`config.mk`:
```
export PLATFORM = sky130hd
export DESIGN_NAME = dzcpu_ucode_sequencer_flat
export DESIGN_NICKNAME = d
export VERILOG_FILES = /design/src/rtl/dzcpu_ucode_sequencer_if.sv /design/src/rtl/dzcpu_ucode_sequencer.sv /design/src/flat_wrapper.sv
export SDC_FILE = /design/constraint.sdc
export NUM_CORES = 1
export LEC_CHECK = 0
export CORE_MARGIN = 2
export CORE_UTILIZATION = 36
export CTS_CLUSTER_DIAMETER = 200
export CTS_CLUSTER_SIZE = 12
export DETAILED_ROUTE_END_ITERATION = 7
export MAX_ROUTING_LAYER = met4
export PLACE_DENSITY = 0.77
export REMOVE_ABC_BUFFERS = 1
export SETUP_SLACK_MARGIN = 0.5
export SLEW_MARGIN = 20
export SYNTH_ARGS = -nofsm -noshare
export SYNTH_HDL_FRONTEND = slang
export SYNTH_SLANG_ARGS = --single-unit
```
`constraint.sdc`:
```
create_clock -name clk -period 2.8 [get_ports clk]
set_input_delay 0.56 -clock clk [delete_from_list [all_inputs] [get_ports clk]]
set_output_delay 0.56 -clock clk [all_outputs]
set_load 0.02 [all_outputs]
```
`src/rtl/dzcpu_ucode_sequencer_if.sv`:
```
// Signal bundle between the dzcpu micro-PC sequencer and the fetch path, dispatch LUT, microcode ROM and datapath.
interface dzcpu_ucode_sequencer_if #(
  parameter int UADDR_W = 8,
  parameter int UOP_W   = 14,
  parameter int PAGE_W  = 1,
  parameter int IRQ_N   = 5
);
  // Handshake: mop is consumed on a rising edge only when mop_valid=1 and stall=0 while the
  // sequencer waits for an opcode byte; stall=1 acts as not-ready and freezes every register.
  logic [7:0]         mop;
  logic               mop_valid;
  logic               stall;
  logic               flag_z;
  logic               flag_c;
  logic               ime;
  logic [IRQ_N-1:0]   irq_req;

  logic [7:0]         lut_op;
  logic [PAGE_W-1:0]  lut_page;
  logic [UADDR_W-1:0] lut_idx;

  logic [UADDR_W-1:0] uaddr;
  logic [UOP_W-1:0]   rom_uop;
  logic [UOP_W-1:0]   uop;
  logic               uop_valid;
  logic               pc_inc;
  logic [IRQ_N-1:0]   irq_ack;
  logic               busy;
  logic               fault;

  // Sequencer side.
  modport master (
    input  mop, mop_valid, stall, flag_z, flag_c, ime, irq_req, lut_idx, rom_uop,
    output lut_op, lut_page, uaddr, uop, uop_valid, pc_inc, irq_ack, busy, fault
  );

  // Fetch path, LUT, ROM and datapath side.
  modport slave (
    output mop, mop_valid, stall, flag_z, flag_c, ime, irq_req, lut_idx, rom_uop,
    input  lut_op, lut_page, uaddr, uop, uop_valid, pc_inc, irq_ack, busy, fault
  );
endinterface

```
`src/rtl/dzcpu_ucode_sequencer.sv`:
```
// Micro-PC sequencer: dispatches macro-opcodes through a paged LUT, steps the microcode ROM,
// and resolves end-of-flow, conditional end-of-flow, prefix page jumps and interrupts.
module dzcpu_ucode_sequencer #(
  parameter int UADDR_W    = 8,
  parameter int UOP_W      = 14,
  parameter int PAGE_W     = 1,
  parameter int IRQ_N      = 5,
  parameter int IRQ_BASE   = 200,
  parameter int IRQ_STRIDE = 12
) (
  input  logic                    clk,
  input  logic                    rst,
  dzcpu_ucode_sequencer_if.master bus,
  output logic [1:0]              dbg_state
);

  typedef enum logic [1:0] {
    ST_IDLE = 2'd0,
    ST_EXEC = 2'd1,
    ST_PAGE = 2'd2
  } state_t;

  localparam logic [3:0] C_OP        = 4'd0;
  localparam logic [3:0] C_INC       = 4'd1;
  localparam logic [3:0] C_EOF       = 4'd2;
  localparam logic [3:0] C_INC_EOF   = 4'd3;
  localparam logic [3:0] C_EOF_Z     = 4'd4;
  localparam logic [3:0] C_EOF_NZ    = 4'd5;
  localparam logic [3:0] C_EOF_C     = 4'd6;
  localparam logic [3:0] C_EOF_NC    = 4'd7;
  localparam logic [3:0] C_JPAGE     = 4'd8;
  localparam logic [3:0] C_INC_JPAGE = 4'd9;

  state_t               state_q, state_d;
  logic [UADDR_W-1:0]   upc_q, upc_d;
  logic [PAGE_W-1:0]    page_q, page_d;
  logic                 fault_q, fault_d;

  logic [3:0]           ctrl;
  logic                 advance;
  logic [7:0]           lut_op;
  logic [PAGE_W-1:0]    lut_page;
  logic                 uop_valid;
  logic                 pc_inc;
  logic [IRQ_N-1:0]     irq_ack;
  logic                 busy;

  int                   irq_k;
  logic                 irq_hit;
  logic [IRQ_N-1:0]     irq_lowest;
  logic [UADDR_W-1:0]   irq_entry;

  // Index 0 wins: scan from the top so the lowest set bit is written last.
  always_comb begin
    irq_k = 0;
    for (int i = IRQ_N - 1; i >= 0; i--) begin
      if (bus.irq_req[i]) irq_k = i;
    end
  end

  assign irq_hit    = |bus.irq_req;
  assign irq_lowest = bus.irq_req & (~bus.irq_req + IRQ_N'(1));
  assign irq_entry  = UADDR_W'(IRQ_BASE + irq_k * IRQ_STRIDE);
  assign ctrl       = bus.rom_uop[UOP_W-1 -: 4];

  always_ff @(posedge clk) begin
    if (rst) begin
      state_q <= ST_IDLE;
      upc_q   <= '0;
      page_q  <= '0;
      fault_q <= 1'b0;
    end else begin
      state_q <= state_d;
      upc_q   <= upc_d;
      page_q  <= page_d;
      fault_q <= fault_d;
    end
  end

  always_comb begin
    state_d   = state_q;
    upc_d     = upc_q;
    page_d    = page_q;
    fault_d   = fault_q;
    lut_op    = bus.mop;
    lut_page  = '0;
    uop_valid = 1'b0;
    pc_inc    = 1'b0;
    irq_ack   = '0;
    busy      = 1'b0;
    advance   = 1'b0;

    case (state_q)
      ST_IDLE: begin
        if (bus.mop_valid && !bus.stall) begin
          state_d = ST_EXEC;
          if (bus.ime && irq_hit) begin
            upc_d   = irq_entry;
            irq_ack = irq_lowest;
          end else begin
            upc_d = bus.lut_idx;
          end
        end
      end

      ST_EXEC: begin
        busy = 1'b1;
        if (!bus.stall) begin
          uop_valid = 1'b1;
          case (ctrl)
            C_OP: advance = 1'b1;
            C_INC: begin
              pc_inc  = 1'b1;
              advance = 1'b1;
            end
            C_EOF: state_d = ST_IDLE;
            C_INC_EOF: begin
              pc_inc  = 1'b1;
              state_d = ST_IDLE;
            end
            C_EOF_Z: begin
              if (bus.flag_z) state_d = ST_IDLE;
              else            advance = 1'b1;
            end
            C_EOF_NZ: begin
              if (!bus.flag_z) state_d = ST_IDLE;
              else             advance = 1'b1;
            end
            C_EOF_C: begin
              if (bus.flag_c) state_d = ST_IDLE;
              else            advance = 1'b1;
            end
            C_EOF_NC: begin
              if (!bus.flag_c) state_d = ST_IDLE;
              else             advance = 1'b1;
            end
            C_JPAGE: begin
              page_d  = bus.rom_uop[PAGE_W-1:0];
              state_d = ST_PAGE;
            end
            C_INC_JPAGE: begin
              pc_inc  = 1'b1;
              page_d  = bus.rom_uop[PAGE_W-1:0];
              state_d = ST_PAGE;
            end
            default: advance = 1'b1;
          endcase

          // Stepping past the last ROM word is a microcode bug: latch it and drop back to IDLE.
          if (advance) begin
            if (upc_q == '1) begin
              fault_d = 1'b1;
              state_d = ST_IDLE;
              upc_d   = '0;
            end else begin
              upc_d = upc_q + UADDR_W'(1);
            end
          end
        end
      end

      ST_PAGE: begin
        busy     = 1'b1;
        lut_page = page_q;
        // Interrupts are deliberately ignored here so the prefix and its opcode stay paired.
        if (bus.mop_valid && !bus.stall) begin
          upc_d   = bus.lut_idx;
          page_d  = '0;
          state_d = ST_EXEC;
        end
      end

      default: state_d = ST_IDLE;
    endcase
  end

  assign bus.lut_op    = lut_op;
  assign bus.lut_page  = lut_page;
  assign bus.uaddr     = upc_q;
  assign bus.uop       = bus.rom_uop;
  assign bus.uop_valid = uop_valid;
  assign bus.pc_inc    = pc_inc;
  assign bus.irq_ack   = irq_ack;
  assign bus.busy      = busy;
  assign bus.fault     = fault_q;
  assign dbg_state     = state_q;

endmodule
```
`src/flat_wrapper.sv`:
```
// flat-port wrapper written by rule: the top's interface ports become plain ports
module dzcpu_ucode_sequencer_flat 
#(
  parameter int UADDR_W    = 8,
  parameter int UOP_W      = 14,
  parameter int PAGE_W     = 1,
  parameter int IRQ_N      = 5,
  parameter int IRQ_BASE   = 200,
  parameter int IRQ_STRIDE = 12
)
  (clk, rst, dbg_state, bus_mop, bus_mop_valid, bus_stall, bus_flag_z, bus_flag_c, bus_ime, bus_irq_req, bus_lut_idx, bus_rom_uop, bus_lut_op, bus_lut_page, bus_uaddr, bus_uop, bus_uop_valid, bus_pc_inc, bus_irq_ack, bus_busy, bus_fault);
  dzcpu_ucode_sequencer_if #(.UADDR_W(UADDR_W), .UOP_W(UOP_W), .PAGE_W(PAGE_W), .IRQ_N(IRQ_N)) bus_i ();
  input  logic clk;
  input  logic rst;
  output logic [1:0] dbg_state;
  input wire logic [$bits(bus_i.mop)-1:0] bus_mop;
  input wire logic [$bits(bus_i.mop_valid)-1:0] bus_mop_valid;
  input wire logic [$bits(bus_i.stall)-1:0] bus_stall;
  input wire logic [$bits(bus_i.flag_z)-1:0] bus_flag_z;
  input wire logic [$bits(bus_i.flag_c)-1:0] bus_flag_c;
  input wire logic [$bits(bus_i.ime)-1:0] bus_ime;
  input wire logic [$bits(bus_i.irq_req)-1:0] bus_irq_req;
  input wire logic [$bits(bus_i.lut_idx)-1:0] bus_lut_idx;
  input wire logic [$bits(bus_i.rom_uop)-1:0] bus_rom_uop;
  output wire logic [$bits(bus_i.lut_op)-1:0] bus_lut_op;
  output wire logic [$bits(bus_i.lut_page)-1:0] bus_lut_page;
  output wire logic [$bits(bus_i.uaddr)-1:0] bus_uaddr;
  output wire logic [$bits(bus_i.uop)-1:0] bus_uop;
  output wire logic [$bits(bus_i.uop_valid)-1:0] bus_uop_valid;
  output wire logic [$bits(bus_i.pc_inc)-1:0] bus_pc_inc;
  output wire logic [$bits(bus_i.irq_ack)-1:0] bus_irq_ack;
  output wire logic [$bits(bus_i.busy)-1:0] bus_busy;
  output wire logic [$bits(bus_i.fault)-1:0] bus_fault;
  assign bus_i.mop = bus_mop;
  assign bus_i.mop_valid = bus_mop_valid;
  assign bus_i.stall = bus_stall;
  assign bus_i.flag_z = bus_flag_z;
  assign bus_i.flag_c = bus_flag_c;
  assign bus_i.ime = bus_ime;
  assign bus_i.irq_req = bus_irq_req;
  assign bus_i.lut_idx = bus_lut_idx;
  assign bus_i.rom_uop = bus_rom_uop;
  assign bus_lut_op = bus_i.lut_op;
  assign bus_lut_page = bus_i.lut_page;
  assign bus_uaddr = bus_i.uaddr;
  assign bus_uop = bus_i.uop;
  assign bus_uop_valid = bus_i.uop_valid;
  assign bus_pc_inc = bus_i.pc_inc;
  assign bus_irq_ack = bus_i.irq_ack;
  assign bus_busy = bus_i.busy;
  assign bus_fault = bus_i.fault;
  dzcpu_ucode_sequencer #(.UADDR_W(UADDR_W), .UOP_W(UOP_W), .PAGE_W(PAGE_W), .IRQ_N(IRQ_N), .IRQ_BASE(IRQ_BASE), .IRQ_STRIDE(IRQ_STRIDE)) u_core (.clk(clk), .rst(rst), .bus(bus_i), .dbg_state(dbg_state));
endmodule
```
[Word-level counts from Yosys, hierarchy flattened]
Index checks and enable logic that the tools add are counted.
Storage, ports and cells
  flip-flop bits (word level): 12
  input bits: 42
  output and inout bits: 42
  logic and storage cells: 89
Operators by class
  add/subtract/negate cells: 3
  $mul: 1
  eq/ne operators: 18
  mux-type cells: 43
  bitwise gates (word level): 3
  reduce and logical (&&, ||, !) cells: 17
Operators by type and width (number)
  2-to-1 mux 8 bit: 6
  one-hot mux 8 bit (3 select lines): 1
  == test 4 x 3 -> 1 bit (second input constant): 4
  2-to-1 mux 1 bit: 16
  2-to-1 mux 2 bit: 8
  2-to-1 mux 3 bit: 5
  2-to-1 mux 5 bit: 3
  one-hot mux 2 bit (6 select lines): 1
  adder 7 x 8 -> 8 bit (first input constant): 1
  adder 8 x 1 -> 8 bit (second input constant): 1
  == test 4 x 2 -> 1 bit (second input constant): 2
  == test 4 bit (second input constant): 2
  == test 8 bit (second input constant): 1
  != test 2 x 1 -> 1 bit (second input constant): 4
  AND reduction 4 bit: 2
  OR reduction 2 bit: 4
  adder 5 x 1 -> 5 bit (second input constant): 1
  AND 5 bit: 1
  multiplier 3 x 2 -> 5 bit (second input constant): 1
  NOT 5 bit: 1
  one-hot mux 1 bit (5 select lines): 1
  AND reduction 5 bit: 1
  OR reduction 5 bit: 1
  == test 4 x 1 -> 1 bit (second input constant): 1
  other kinds (14): 16

[Depth between registers and ports, before layout]
Gate-level depths: netlist of the first run.
  word-level depth: 10
  depth in mapped cells: 11
  mapped depth without buffers: 11

[Least setup slack after synthesis of the first run]
Ideal clock, no wire load.
  path type: reg-to-output
  from: register u_core.state_q[0], in the netlist u_core.dbg_state[0]
  to: output port bus_pc_inc
  data arrival time: 2219 ps
  data required time: 2240 ps
  slack: 21 ps
  cell stages (with the launch flop): 5
  buffers on the path: 1
  path through: dfxtp_1 ha_1 clkbuf_1 nand2_1 a2111oi_0
Between the ends
  longest elaborated chain between the ends: 2
RTL lines
  from (decl): RTL line dzcpu_ucode_sequencer.sv:34  | state_t state_q, state_d;
  from (signal assigned): RTL line dzcpu_ucode_sequencer.sv:73  | state_q <= state_d;
  == test 2 x 1 -> 1 bit: RTL line dzcpu_ucode_sequencer.sv:93  | case (state_q)
  2-to-1 mux 1 bit: RTL line dzcpu_ucode_sequencer.sv:93
  to (decl): RTL line flat_wrapper.sv:30  | output wire logic [$bits(bus_i.pc_inc)-1:0] bus_pc_inc;
Every way passes these cells.

[Worst setup path in the final report of the first run]
  from: input port bus_irq_req[1]
  to: output port bus_irq_ack[2]
Between the ends
  longest elaborated chain between the ends: 6
  elaborated cells between the ends (all ways): 8
  classes of those cells: add/sub (1); mux (3); bitwise (2); reduce/logical (2)
RTL lines
  from (decl): RTL line flat_wrapper.sv:22  | input wire logic [$bits(bus_i.irq_req)-1:0] bus_irq_req;
  NOT 5 bit: RTL line dzcpu_ucode_sequencer.sv:62  | assign irq_lowest = bus.irq_req & (~bus.irq_req + IRQ_N'(1));
  adder 5 x 1 -> 5 bit: RTL line dzcpu_ucode_sequencer.sv:62
  AND 5 bit: RTL line dzcpu_ucode_sequencer.sv:62
  2-to-1 mux 5 bit (*): RTL line dzcpu_ucode_sequencer.sv:97  | if (bus.ime && irq_hit) begin
  2-to-1 mux 5 bit (*): RTL line dzcpu_ucode_sequencer.sv:95  | if (bus.mop_valid && !bus.stall) begin
  2-to-1 mux 5 bit (*): RTL line dzcpu_ucode_sequencer.sv:93
  to (decl): RTL line flat_wrapper.sv:31  | output wire logic [$bits(bus_i.irq_ack)-1:0] bus_irq_ack;
Mark *: on every way between the ends. The rest lies on a longest branch, timed or not.

==> metrics, run 1 <==
pin slew with the least headroom to its limit 0.5230 ns; number of optimization iterations in the first detailed-route pass 5; largest fanout on the critical path 5; insertion delay of the later-clocked pin in the worst-skew pair 0.24 ns; die outline height 67.74 um; most used flip-flop cell after synthesis sky130_fd_sc_hd__dfxtp_1; CTS tree done; count of synthesis-stage warnings from yosys 0; post-synthesis instance area 1463 sq um; number of top-level design ports 84; CP endpoint kind output port; leakage power figure 0.0008723 uW; number of pins with negative max-slew slack in the final report 0; die area 4589 sq um; # H-tree levels 1; period utilisation layout 0.8271; area used by sequential logic in the layout 241.5 sq um; max_slew headroom 0.6502; total count of hold-check failures in the final report 0; length in cells of the worst reg-to-reg path 7; number of DRC violations after detailed-routing iteration 0 70; IR drop worst, VDD 216.5 uV; core outline area 3943 sq um; post-layout min period 2.316 ns; slack of the worst reg-to-reg path 0.70 ns; gpl congestion 0.8702; DRC violation count after routing 0; antenna violations before repair 0; per-cell routed wire length 15.80 um; input/output buffers 49; path class of the lowest-slack min-delay path reg2reg; kind of cell with the highest combined delay on the critical path simple AND/OR/NAND/NOR gates; # Max-Cap Violations 0; post-synthesis register bit count 12; Post-Route Skew 0.001102 ns; DPL Wire Length 3.158 mm; total negative slack for setup checks 0 ns; standard cell with the maximum stage delay on the critical path sky130_fd_sc_hd__or4_4; clock slew seen by the registers of the worst setup and hold paths 0.05 ns; total power 639.7 uW; number of antenna diodes 0; critical path launch point type input pin; global-route total usage across every layer 0.2079; standard-cell row count 23; number of cells traversed by the worst hold path 2; Layout Nets 299; Post-CTS Hold Buffers 0; synthesized instance count 197; signal arrival time at the worst endpoint 1.76 ns; worst reg2reg startpoint u_core.dbg_state[0]$_SDFFE_PP0P_; CP Cell Sequence buf_8 > or4_4 > o21ai_2 > nand4bb_4 > nor4b_2 > buf_4; met2 Use GR 0.3150; count of endpoints failing setup in the final report 0; area added between synthesis and finish 49.53%; peak clock frequency supported by timing 431.8 MHz; fraction of met3 tracks used by global routing 0.06667; leading cell type in the layout, fill and taps excluded sky130_fd_sc_hd__clkdlybuf4s50_1; unrepaired setup endpoints after global routing true; proportion of register bits with asynchronous set or reset after synthesis 0; Critical Path RT 2.24 ns; TritonCTS Buffers 3; Hold Path Sink u_core.bus.fault$_SDFFE_PP0P_; run status finished clean; initial core utilization 0.3710; crit-path max cell delay 0.52 ns; remaining global-route overflow 0; dominant cell type by area after synthesis sky130_fd_sc_hd__dfxtp_1; maximum root-to-sink buffer count 2; number of global-route vias before repair 1530; fraction of post-synthesis cell area in the top cell type by area 0.1642; met1 Resource Use GR 0.2610; multi-input gate area in the final layout 1139 sq um; classification of the worst setup path in2out; leading cell types in the layout, fill and taps excluded 29 x sky130_fd_sc_hd__clkdlybuf4s50_1, 27 x sky130_fd_sc_hd__buf_4, 18 x sky130_fd_sc_hd__nand2_1; fraction of layout instances using a drive strength above 1 0.2992; Core Util, Final 0.5547; number of filler cells placed in the layout 365; number of clock sinks 12; Synth Area per Inst 7.425 sq um; Worst Min Path Start u_core.bus.fault$_SDFFE_PP0P_; number of flops mapped to enable cells by yosys 0; crit path buf inv count 2; Die X 67.74 um; portion of the post-synthesis area used by sequential elements 0.1642; largest net degree at the start of global routing 18; wire length of the first global-routing pass 7.072 mm; number of vias per cell 5.588; Post-Route WL 4.644 mm; number of distinct library cells after synthesis 53; PD cells 292.5 nW/um^2; count of nets left with antenna violations after detail routing 0; leading post-synthesis cells by cell area sky130_fd_sc_hd__dfxtp_1 16%, sky130_fd_sc_hd__buf_4 12%, sky130_fd_sc_hd__ha_1 9.4%, sky130_fd_sc_hd__nand2_1 4.6%, sky130_fd_sc_hd__a21oi_1 4.1%; Reg2Reg Capture Point u_core.bus.uaddr[6]$_SDFFE_PP0P_; number of vias after detailed routing 1643; CTS root buffer sky130_fd_sc_hd__clkbuf_8; global-route layer with the greatest usage met2
[worst max-delay path by stage]
stage,slack (ns),cells past startpoint,to,from
final,0.48,6,bus_irq_ack[2],bus_irq_req[1]
after global routing,0.45,4,bus_irq_ack[2],bus_mop_valid
after detailed placement,-0.33,6,bus_irq_ack[2],bus_irq_req[0]
after floorplan,0.13,3,bus_pc_inc,u_core.dbg_state[0]$_SDFFE_PP0P_
after CTS,0.45,4,bus_irq_ack[2],bus_stall
after global placement,-0.27,6,bus_irq_ack[2],bus_irq_req[0]
[state kept, by name, summed over array words and instances, names as in the netlist]
name,cells
u_core.bus.fault,1
u_core.bus.uaddr,8
u_core.dbg_state,2
u_core.page_q,1
[Yosys cell counts, drive strengths merged, types with 2 or more instances]
| master | count |
|---|---|
| ha | 11 |
| nor3b | 2 |
| buf | 25 |
| a221o | 2 |
| a211oi | 3 |
| nor2b | 4 |
| nand3 | 7 |
| nor4b | 2 |
| or2 | 2 |
| nor3 | 5 |
| nand2b | 5 |
| or4 | 2 |
| inv | 15 |
| a31oi | 3 |
| clkbuf | 5 |
| nand2 | 18 |
| o32ai | 2 |
| and2 | 2 |
| nor2 | 11 |
| o211ai | 3 |
| dfxtp | 12 |
| mux2 | 3 |
| o21ai | 7 |
| a2111oi | 2 |
| mux2i | 2 |
| xor2 | 2 |
| a31o | 2 |
| o22ai | 3 |
| nor4 | 2 |
| a21oi | 12 |
| nand4 | 2 |
| nand3b | 3 |
[power breakdown]
part           switching (uW)  internal [uW]  leakage, uW
logic                     138            144     0.000752
registers                16.8            182    0.0000985
clock network            63.7           94.9    0.0000216
[cell type report]
cell class / instances / share of cell area
multi-input combinational: 141 / 0.5206
inverter: 15 / 0.02574
timing repair buffer: 73 / 0.2958
tap: 50 / 0.02860
clock buffer: 3 / 0.01888
sequential: 12 / 0.1104
[cells by family (layout without fill, tap and decap cells)]
family,after synthesis,in the layout,share of synthesized area
fa+ha+maj,11,11,0.09410
compound gates,50,51,0.2413
simple gates,71,71,0.2583
flops,12,12,0.1642
xor+xnor,3,3,0.01797
buf+inv,45,91,0.1848
mux,5,5,0.03935
[worst register-to-register path: stages (launching register included)]
cell and delay (ns):
sky130_fd_sc_hd__dfxtp_1 0.42, sky130_fd_sc_hd__inv_1 0.12, sky130_fd_sc_hd__ha_1 0.30, sky130_fd_sc_hd__o21ba_2 0.25
sky130_fd_sc_hd__a2111oi_4 0.27, sky130_fd_sc_hd__o31a_1 0.38, sky130_fd_sc_hd__nand2b_1 0.16, sky130_fd_sc_hd__a21oi_1 0.07
[metal layers]
layer	vias to the layer above	routed length [um]
li1	790	-
met1	759	1882
met2	90	2249
met3	4	480
met4	0	31
met5	-	0
[repair_timing]
item / 4_1_cts / 5_1_grt
gates resized for setup: 78 / 24
setup buffers: 3 / 1
cloned: 1 / 0
setup endpoints to repair: 20 / 17
pin swaps: 8 / 11
[metrics by stage]
| stage | instances | worst slack [ns] | hold slack, ns | instance area [sq um] |
|---|---|---|---|---|
| 2_1_floorplan | 167 | 0.1290 | 0.4515 | 1249 |
| 3_3_place_gp | 286 | -0.2747 | 0.4495 | 1952 |
| 3_5_place_dp | 286 | -0.3314 | 0.4580 | 1952 |
| 4_1_cts | 293 | 0.4512 | 0.4667 | 2082 |
| 5_1_grt | 294 | 0.4543 | 0.5023 | 2187 |
| 6_report | 294 | 0.4841 | 0.4628 | 2187 |
Power figures use the tool's default switching activity.
==> run 2: changes to the inputs <==
--- a/config.mk
+++ b/config.mk
@@ -6,12 +6,12 @@
 export NUM_CORES = 1
 export LEC_CHECK = 0
 export CORE_MARGIN = 2
-export CORE_UTILIZATION = 36
+export CORE_UTILIZATION = 35
 export CTS_CLUSTER_DIAMETER = 200
 export CTS_CLUSTER_SIZE = 12
 export DETAILED_ROUTE_END_ITERATION = 7
 export MAX_ROUTING_LAYER = met4
-export PLACE_DENSITY = 0.77
+export PLACE_DENSITY = 0.78
 export REMOVE_ABC_BUFFERS = 1
 export SETUP_SLACK_MARGIN = 0.5
 export SLEW_MARGIN = 20
==> constraint.sdc (replaced) <==
create_clock -name clk -period 2.09 [get_ports clk]
set_input_delay 0.418 -clock clk [delete_from_list [all_inputs] [get_ports clk]]
set_output_delay 0.418 -clock clk [all_outputs]
set_load 0.02 [all_outputs]
==> run 2 against run 1 <==
  * Sequential cell count unchanged
  * Wire length increased by 34%
  * Worst hold slack got worse by 0.0054 ns
  * Final cell count increased by 6.8%
  * Register-to-register slack got worse by 0.67 ns
  * Global-route usage increased by 3.9 points
  * Clock-buffer cell count increased by 1
  * Sequential power increased by 36%
  * Critical path depth increased by 6
  * Sequential share of layout area decreased by 1.8 points
  * The flow now finishes with violations (setup timing)
==> metrics, run 2 (synthesis gave the netlist of run 1 again) <==
initial core utilization 0.3657 (was 0.3710); Post-CTS Hold Buffers 0 (unchanged); number of top-level design ports 84 (unchanged); post-layout min period 2.110 ns; Die X 68.65 um (was 67.74 um); # H-tree levels 1 (unchanged); die area 4712 sq um (was 4589 sq um); met2 Use GR 0.4219 (was 0.3150); leakage power figure 0.001108 uW (was 0.0008723 uW); Post-Route WL 6.203 mm (was 4.644 mm); number of vias after detailed routing 1866 (was 1643); fraction of met3 tracks used by global routing 0.06981 (was 0.06667); CP endpoint kind flip-flop (was output port); area used by sequential logic in the layout 247.7 sq um (was 241.5 sq um); critical path launch point type input pin (unchanged); gpl congestion 0.8079 (was 0.8702); remaining global-route overflow 0 (unchanged); number of DRC violations after detailed-routing iteration 0 78 (was 70); per-cell routed wire length 19.75 um (was 15.80 um); worst reg2reg startpoint u_core.dbg_state[0]$_SDFFE_PP0P_ (unchanged); fraction of layout instances using a drive strength above 1 0.5038 (was 0.2992); number of antenna diodes 0 (unchanged); count of nets left with antenna violations after detail routing 0 (unchanged); max_slew headroom 0.5896 (was 0.6502); maximum root-to-sink buffer count 2 (unchanged); flip-flop count of the largest register, all copies and words added 8 (unchanged); number of clock sinks 12 (unchanged); PD cells 385.5 nW/um^2 (was 292.5 nW/um^2); period utilisation layout 1.009; Hold Path Sink u_core.bus.fault$_SDFFE_PP0P_ (unchanged); Final Worst Setup Slack -0.01967 ns (was 0.4841 ns); standard-cell row count 23 (unchanged); leading cell types in the layout, fill and taps excluded 34 x sky130_fd_sc_hd__buf_4, 17 x sky130_fd_sc_hd__nand2_1, 17 x sky130_fd_sc_hd__dlygate4sd2_1 (was 29 x sky130_fd_sc_hd__clkdlybuf4s50_1, 27 x sky130_fd_sc_hd__buf_4, 18 x sky130_fd_sc_hd__nand2_1); violated checks setup timing; total count of hold-check failures in the final report 0 (unchanged); number of pins with negative max-slew slack in the final report 0 (unchanged); signal arrival time at the worst endpoint 2.22 ns (was 1.76 ns); CTS root buffer sky130_fd_sc_hd__clkbuf_8 (unchanged); IR drop worst, VDD 283.9 uV (was 216.5 uV); multi-input gate area in the final layout 1349 sq um (was 1139 sq um); slack of the worst reg-to-reg path 0.03 ns (was 0.70 ns); global-route total usage across every layer 0.2466 (was 0.2079); DPL Wire Length 3.356 mm (was 3.158 mm); Worst Min Path Start u_core.bus.fault$_SDFFE_PP0P_ (unchanged); clock slew seen by the registers of the worst setup and hold paths 0.06 ns (was 0.05 ns); classification of the worst setup path in2reg (was in2out); area added between synthesis and finish 82.89% (was 49.53%); global-route layer with the greatest usage met2 (unchanged); largest fanout on the critical path 3 (was 5); peak clock frequency supported by timing 474.0 MHz; Post-Route Skew 0.008428 ns (was 0.001102 ns); Layout Nets 318 (was 299); number of filler cells placed in the layout 298 (was 365); CTS tree done (unchanged); critical path launch point bus_irq_req[1] (unchanged); Critical Path RT 2.20 ns (was 2.24 ns); die outline height 68.65 um (was 67.74 um); core outline area 4000 sq um (was 3943 sq um); total power 1031 uW (was 639.7 uW); count of endpoints failing setup in the final report 1 (was 0); Post-Place Worst Slack -0.8223 ns (was -0.3314 ns); path class of the lowest-slack min-delay path reg2reg (unchanged); TritonCTS Buffers 3 (unchanged); number of vias per cell 5.943 (was 5.588); run status finished, violations left (was finished clean); DRC violation count after routing 0 (unchanged); Reg2Reg Capture Point u_core.bus.uaddr[6]$_SDFFE_PP0P_ (unchanged); largest net degree at the start of global routing 18 (unchanged); wire length of the first global-routing pass 8.411 mm (was 7.072 mm); insertion delay of the later-clocked pin in the worst-skew pair 0.25 ns (was 0.24 ns); leading cell type in the layout, fill and taps excluded sky130_fd_sc_hd__buf_4 (was sky130_fd_sc_hd__clkdlybuf4s50_1); unrepaired setup endpoints after global routing true (unchanged); number of global-route vias before repair 1731 (was 1530); length in cells of the worst reg-to-reg path 11 (was 7); number of optimization iterations in the first detailed-route pass 4 (was 5); # Max-Cap Violations 0 (unchanged); met1 Resource Use GR 0.2807 (was 0.2610); pin slew with the least headroom to its limit 0.6136 ns (was 0.5230 ns); input/output buffers 49 (unchanged); antenna violations before repair 0 (unchanged); number of cells traversed by the worst hold path 2 (unchanged)
-- run 2: cell count changes in the layout (fill, tap and decap cells not counted), moves of 3 or more --
cell	change
sky130_fd_sc_hd__buf_6	+11
sky130_fd_sc_hd__a21oi_1	-4
sky130_fd_sc_hd__ha_4	+3
sky130_fd_sc_hd__ha_1	-3
sky130_fd_sc_hd__clkdlybuf4s50_1	-19
sky130_fd_sc_hd__nor3_1	-3
sky130_fd_sc_hd__a21oi_2	+4
sky130_fd_sc_hd__dfxtp_1	-3
sky130_fd_sc_hd__inv_1	-6
sky130_fd_sc_hd__buf_4	+7
sky130_fd_sc_hd__inv_2	+4
sky130_fd_sc_hd__buf_8	+3
sky130_fd_sc_hd__dlygate4sd2_1	+11
-- run 2: final cells by class --
type / instances / area share
multi-input combinational: 140 / 0.5042
clock buffer: 4 / 0.02058
timing repair buffer: 93 / 0.3363
sequential: 12 / 0.09261
tap: 50 / 0.02339
inverter: 15 / 0.02292
-- run 2: power by group --
group / internal [uW] / total [uW] / switching (uW)
Clock: 167 / 264 / 96.7
Combinational: 254 / 497 / 243
Sequential: 245 / 270 / 25.9
Total: 665 / 1030 / 366
-- run 2: metrics by stage --
step | util | setup TNS [ns] | cells | hold slack [ns] | area [sq um]
floorplan | - | -1.175 | 167 | 0.4515 | 1249
global placement | 0.5117 | -8.104 | 297 | 0.4474 | 2047
detailed placement | 0.5117 | -8.991 | 297 | 0.4572 | 2047
CTS | 0.6134 | 0 | 309 | 0.4637 | 2454
global route | 0.6688 | -0.1824 | 314 | 0.4710 | 2675
finish | 0.6688 | -0.01967 | 314 | 0.4575 | 2675
-- run 2: repair_timing --
action                                  4_1_cts  5_1_grt
endpoints found under the setup margin       37       24
cloned                                        1        1
pin swaps                                    24       17
buffers inserted                              7        4
gates resized for setup                     174       45
-- run 2: worst max-delay path by stage --
| stage | cells past startpoint | endpoint |
|---|---|---|
| final | 12 | u_core.bus.uaddr[6]$_SDFFE_PP0P_ |
| after global routing | 12 | u_core.bus.uaddr[6]$_SDFFE_PP0P_ |
| after CTS | 6 | bus_irq_ack[2] |
| after detailed placement | 6 | bus_irq_ack[2] |
| after global placement | 6 | bus_irq_ack[2] |
| after floorplan | 3 | bus_pc_inc |
-- run 2: routing by layer --
layer	routed length, um	part of all wire
met5	0	0
met4	346	0.056
met3	573	0.092
met2	3015	0.49
met1	2266	0.37
-- run 2: critical path, stage by stage --
cell                       delay, ns
sky130_fd_sc_hd__buf_8          0.10
sky130_fd_sc_hd__nor2_4         0.14
sky130_fd_sc_hd__o21ai_4        0.09
sky130_fd_sc_hd__ha_4           0.26
sky130_fd_sc_hd__inv_2          0.03
sky130_fd_sc_hd__ha_4           0.15
sky130_fd_sc_hd__ha_4           0.28
sky130_fd_sc_hd__nand3_2        0.08
sky130_fd_sc_hd__xnor2_1        0.13
sky130_fd_sc_hd__mux2_4         0.27
sky130_fd_sc_hd__o211ai_1       0.17
sky130_fd_sc_hd__a21oi_1        0.09
==> run 3: changes to the inputs <==
==> constraint.sdc (replaced) <==
create_clock -name clk -period 1.83 [get_ports clk]
set_input_delay 0.366 -clock clk [delete_from_list [all_inputs] [get_ports clk]]
set_output_delay 0.366 -clock clk [all_outputs]
set_load 0.02 [all_outputs]
==> run 3 against run 2 <==
  * The flow still finishes with violations (setup timing)
  * Critical endpoint is now bus_irq_ack[2]
  * Cell area is 7.1% higher
  * Critical path type is now in2out
  * Largest power group unchanged
  * Global-route usage is 3.5 points higher
  * Sequential power is 15% higher
  * Total power is 13% higher
  * Sequential share of layout area is 0.13 points lower
  * Combinational power is 23% higher
  * Wire length is 7.9% higher
  * Worst hold slack better by 0.011 ns
  * Clock skew is 0.0021 ns lower
  * Setup slack worse by 0.20 ns
  * First-iteration DRC count is 44% higher
==> metrics, run 3 (synthesis gave the netlist of run 1 again) <==
initial core utilization 0.3657 (unchanged); leakage power figure 0.001168 uW (was 0.001108 uW); DPL Wire Length 3.375 mm (was 3.356 mm); number of top-level design ports 84 (unchanged); number of DRC violations after detailed-routing iteration 0 112 (was 78); number of cells traversed by the worst hold path 2 (unchanged); Layout Nets 338 (was 318); met2 Use GR 0.4868 (was 0.4219); DRC violation count after routing 0 (unchanged); gpl congestion 0.8033 (was 0.8079); period utilisation layout 1.122; hold slack final 0.4684 ns (was 0.4575 ns); Post-CTS Hold Buffers 0 (unchanged); crit-path max cell delay 0.51 ns (was 0.28 ns); area added between synthesis and finish 95.89% (was 82.89%); number of optimization iterations in the first detailed-route pass 4 (unchanged); length in cells of the worst reg-to-reg path 9 (was 11); CP endpoint kind output port (was flip-flop); Post-Place Cells 305 (was 297); die outline height 68.65 um (unchanged); Post-Route WL 6.692 mm (was 6.203 mm); remaining global-route overflow 0 (unchanged); max_slew headroom 0.6623 (was 0.5896); met1 Resource Use GR 0.2960 (was 0.2807); path class of the lowest-slack min-delay path reg2reg (unchanged); slack of the worst reg-to-reg path -0.11 ns (was 0.03 ns); Worst Min Path Start u_core.bus.fault$_SDFFE_PP0P_ (unchanged); unrepaired setup endpoints after global routing true (unchanged); CTS root buffer sky130_fd_sc_hd__clkbuf_8 (unchanged); Hold Path Sink u_core.bus.fault$_SDFFE_PP0P_ (unchanged); leading cell type in the layout, fill and taps excluded sky130_fd_sc_hd__buf_4 (unchanged); violated checks setup timing (unchanged); fraction of layout instances using a drive strength above 1 0.6360 (was 0.5038); count of endpoints failing setup in the final report 13 (was 1); multi-input gate area in the final layout 1401 sq um (was 1349 sq um); signal arrival time at the worst endpoint 1.69 ns (was 2.22 ns); number of clock sinks 12 (unchanged); Die X 68.65 um (unchanged); number of pins with negative max-slew slack in the final report 0 (unchanged); CP Cell Sequence buf_8 > buf_6 > or4_4 > o21ai_2 > nand4bb_4 > nor4b_4 > buf_4 (was buf_8 > nor2_4 > o21ai_4 > ha_4 > inv_2 > ha_4 > ha_4 > nand3_2 > xnor2_1 > mux2_4 > o211ai_1 > a21oi_1); critical path launch point type input pin (unchanged); pin slew with the least headroom to its limit 0.5066 ns (was 0.6136 ns); input/output buffers 49 (unchanged); number of vias after detailed routing 1975 (was 1866); leading cell types in the layout, fill and taps excluded 46 x sky130_fd_sc_hd__buf_4, 24 x sky130_fd_sc_hd__buf_6, 17 x sky130_fd_sc_hd__nand2_1 (was 34 x sky130_fd_sc_hd__buf_4, 17 x sky130_fd_sc_hd__nand2_1, 17 x sky130_fd_sc_hd__dlygate4sd2_1); flip-flop count of the largest register, all copies and words added 8 (unchanged); core outline area 4000 sq um (unchanged); post-layout min period 2.053 ns; TritonCTS Buffers 3 (unchanged); IR drop worst, VDD 379.0 uV (was 283.9 uV); number of filler cells placed in the layout 280 (was 298); number of antenna diodes 0 (unchanged); global-route layer with the greatest usage met2 (unchanged); global-route total usage across every layer 0.2813 (was 0.2466); critical path launch point bus_irq_req[3] (was bus_irq_req[1]); total non-filler cell area in the finished layout 2865 sq um (was 2675 sq um); insertion delay of the later-clocked pin in the worst-skew pair 0.25 ns (about the same); Post-Route Skew 0.006312 ns (was 0.008428 ns); placed cell area 2107 sq um (was 2047 sq um); Finished Layout Cells 333 (was 314); area used by sequential logic in the layout 261.5 sq um (was 247.7 sq um); wire length of the first global-routing pass 9.439 mm (was 8.411 mm); count of nets left with antenna violations after detail routing 0 (unchanged); Reg2Reg Capture Point u_core.bus.uaddr[1]$_SDFFE_PP0P_ (was u_core.bus.uaddr[6]$_SDFFE_PP0P_); Critical Path RT 1.46 ns (was 2.20 ns); total negative slack for setup checks -1.935 ns (was -0.01967 ns); PD cells 407.1 nW/um^2 (was 385.5 nW/um^2); die area 4712 sq um (unchanged); per-cell routed wire length 20.10 um (was 19.75 um); maximum root-to-sink buffer count 2 (unchanged); fraction of met3 tracks used by global routing 0.07792 (was 0.06981); run status finished, violations left (unchanged); worst reg2reg startpoint u_core.dbg_state[0]$_SDFFE_PP0P_ (unchanged); standard-cell row count 23 (unchanged); Final Worst Setup Slack -0.2233 ns (was -0.01967 ns); largest fanout on the critical path 5 (was 3); classification of the worst setup path in2out (was in2reg); peak clock frequency supported by timing 487.0 MHz; number of vias per cell 5.931 (was 5.943); standard cell with the maximum stage delay on the critical path sky130_fd_sc_hd__or4_4 (was sky130_fd_sc_hd__ha_4); # Max-Cap Violations 0 (unchanged); # H-tree levels 1 (unchanged); CTS tree done (unchanged); total count of hold-check failures in the final report 0 (unchanged); antenna violations before repair 0 (unchanged); clock slew seen by the registers of the worst setup and hold paths 0.05 ns (was 0.06 ns); largest net degree at the start of global routing 18 (unchanged); number of global-route vias before repair 1921 (was 1731)
run 3: changes by cell type in the layout (fill, tap and decap cells not counted), sizes merged:
cell	change
clkbuf	-2
dlygate4sd2	-10
clkdlybuf4s15	+4
dlymetal6s2s	-2
clkdlybuf4s50	-2
buf	+31
run 3: metrics by stage:
step | setup WS, ns | power (uW) | utilization
detailed placement | -0.9903 | 714.3 | 0.5267
floorplan | -0.6470 | 475.5 | -
finish | -0.2233 | 1167 | 0.7163
CTS | -0.1409 | 1091 | 0.6688
global route | -0.2818 | 1214 | 0.7163
global placement | -0.9734 | 708.0 | 0.5267
run 3: what timing repair did:
| item | CTS | global route |
|---|---|---|
| cloned | 1 | 0 |
| buffers inserted | 16 | 8 |
| pin swaps | 38 | 18 |
| endpoints found under the setup margin | 37 | 28 |
| resized for setup | 250 | 38 |
run 3: critical path: cells and delay by family:
family / cells / cell delay, ns
and+or+nand+nor: 3 / 0.80
buffers and inverters: 3 / 0.36
AOI/OAI and AO/OA: 1 / 0.15
run 3: worst max-delay path by stage:
stage	to	slack (ns)
after floorplan	bus_pc_inc	-0.65
after global placement	bus_irq_ack[2]	-0.97
after global routing	u_core.bus.uaddr[6]$_SDFFE_PP0P_	-0.28
final	bus_irq_ack[2]	-0.22
after CTS	u_core.bus.uaddr[6]$_SDFFE_PP0P_	-0.14
after detailed placement	bus_irq_ack[2]	-0.99
run 3: layer usage:
layer | share of wire | routed length (um)
met5 | 0 | 0
met4 | 0.030 | 201
met3 | 0.094 | 630
met2 | 0.51 | 3405
met1 | 0.37 | 2454
run 3: cell type report:
cell class / instances / area share
clock buffer: 3 / 0.01441
inverter: 15 / 0.02140
sequential: 12 / 0.09127
timing repair buffer: 113 / 0.3620
tap: 50 / 0.02183
multi-input combinational: 140 / 0.4891
run 3: power breakdown:
group          leakage (uW)  switching, uW  internal, uW
Clock             0.0000216            101           145
Sequential         0.000103           31.2           279
Combinational       0.00104            295           316
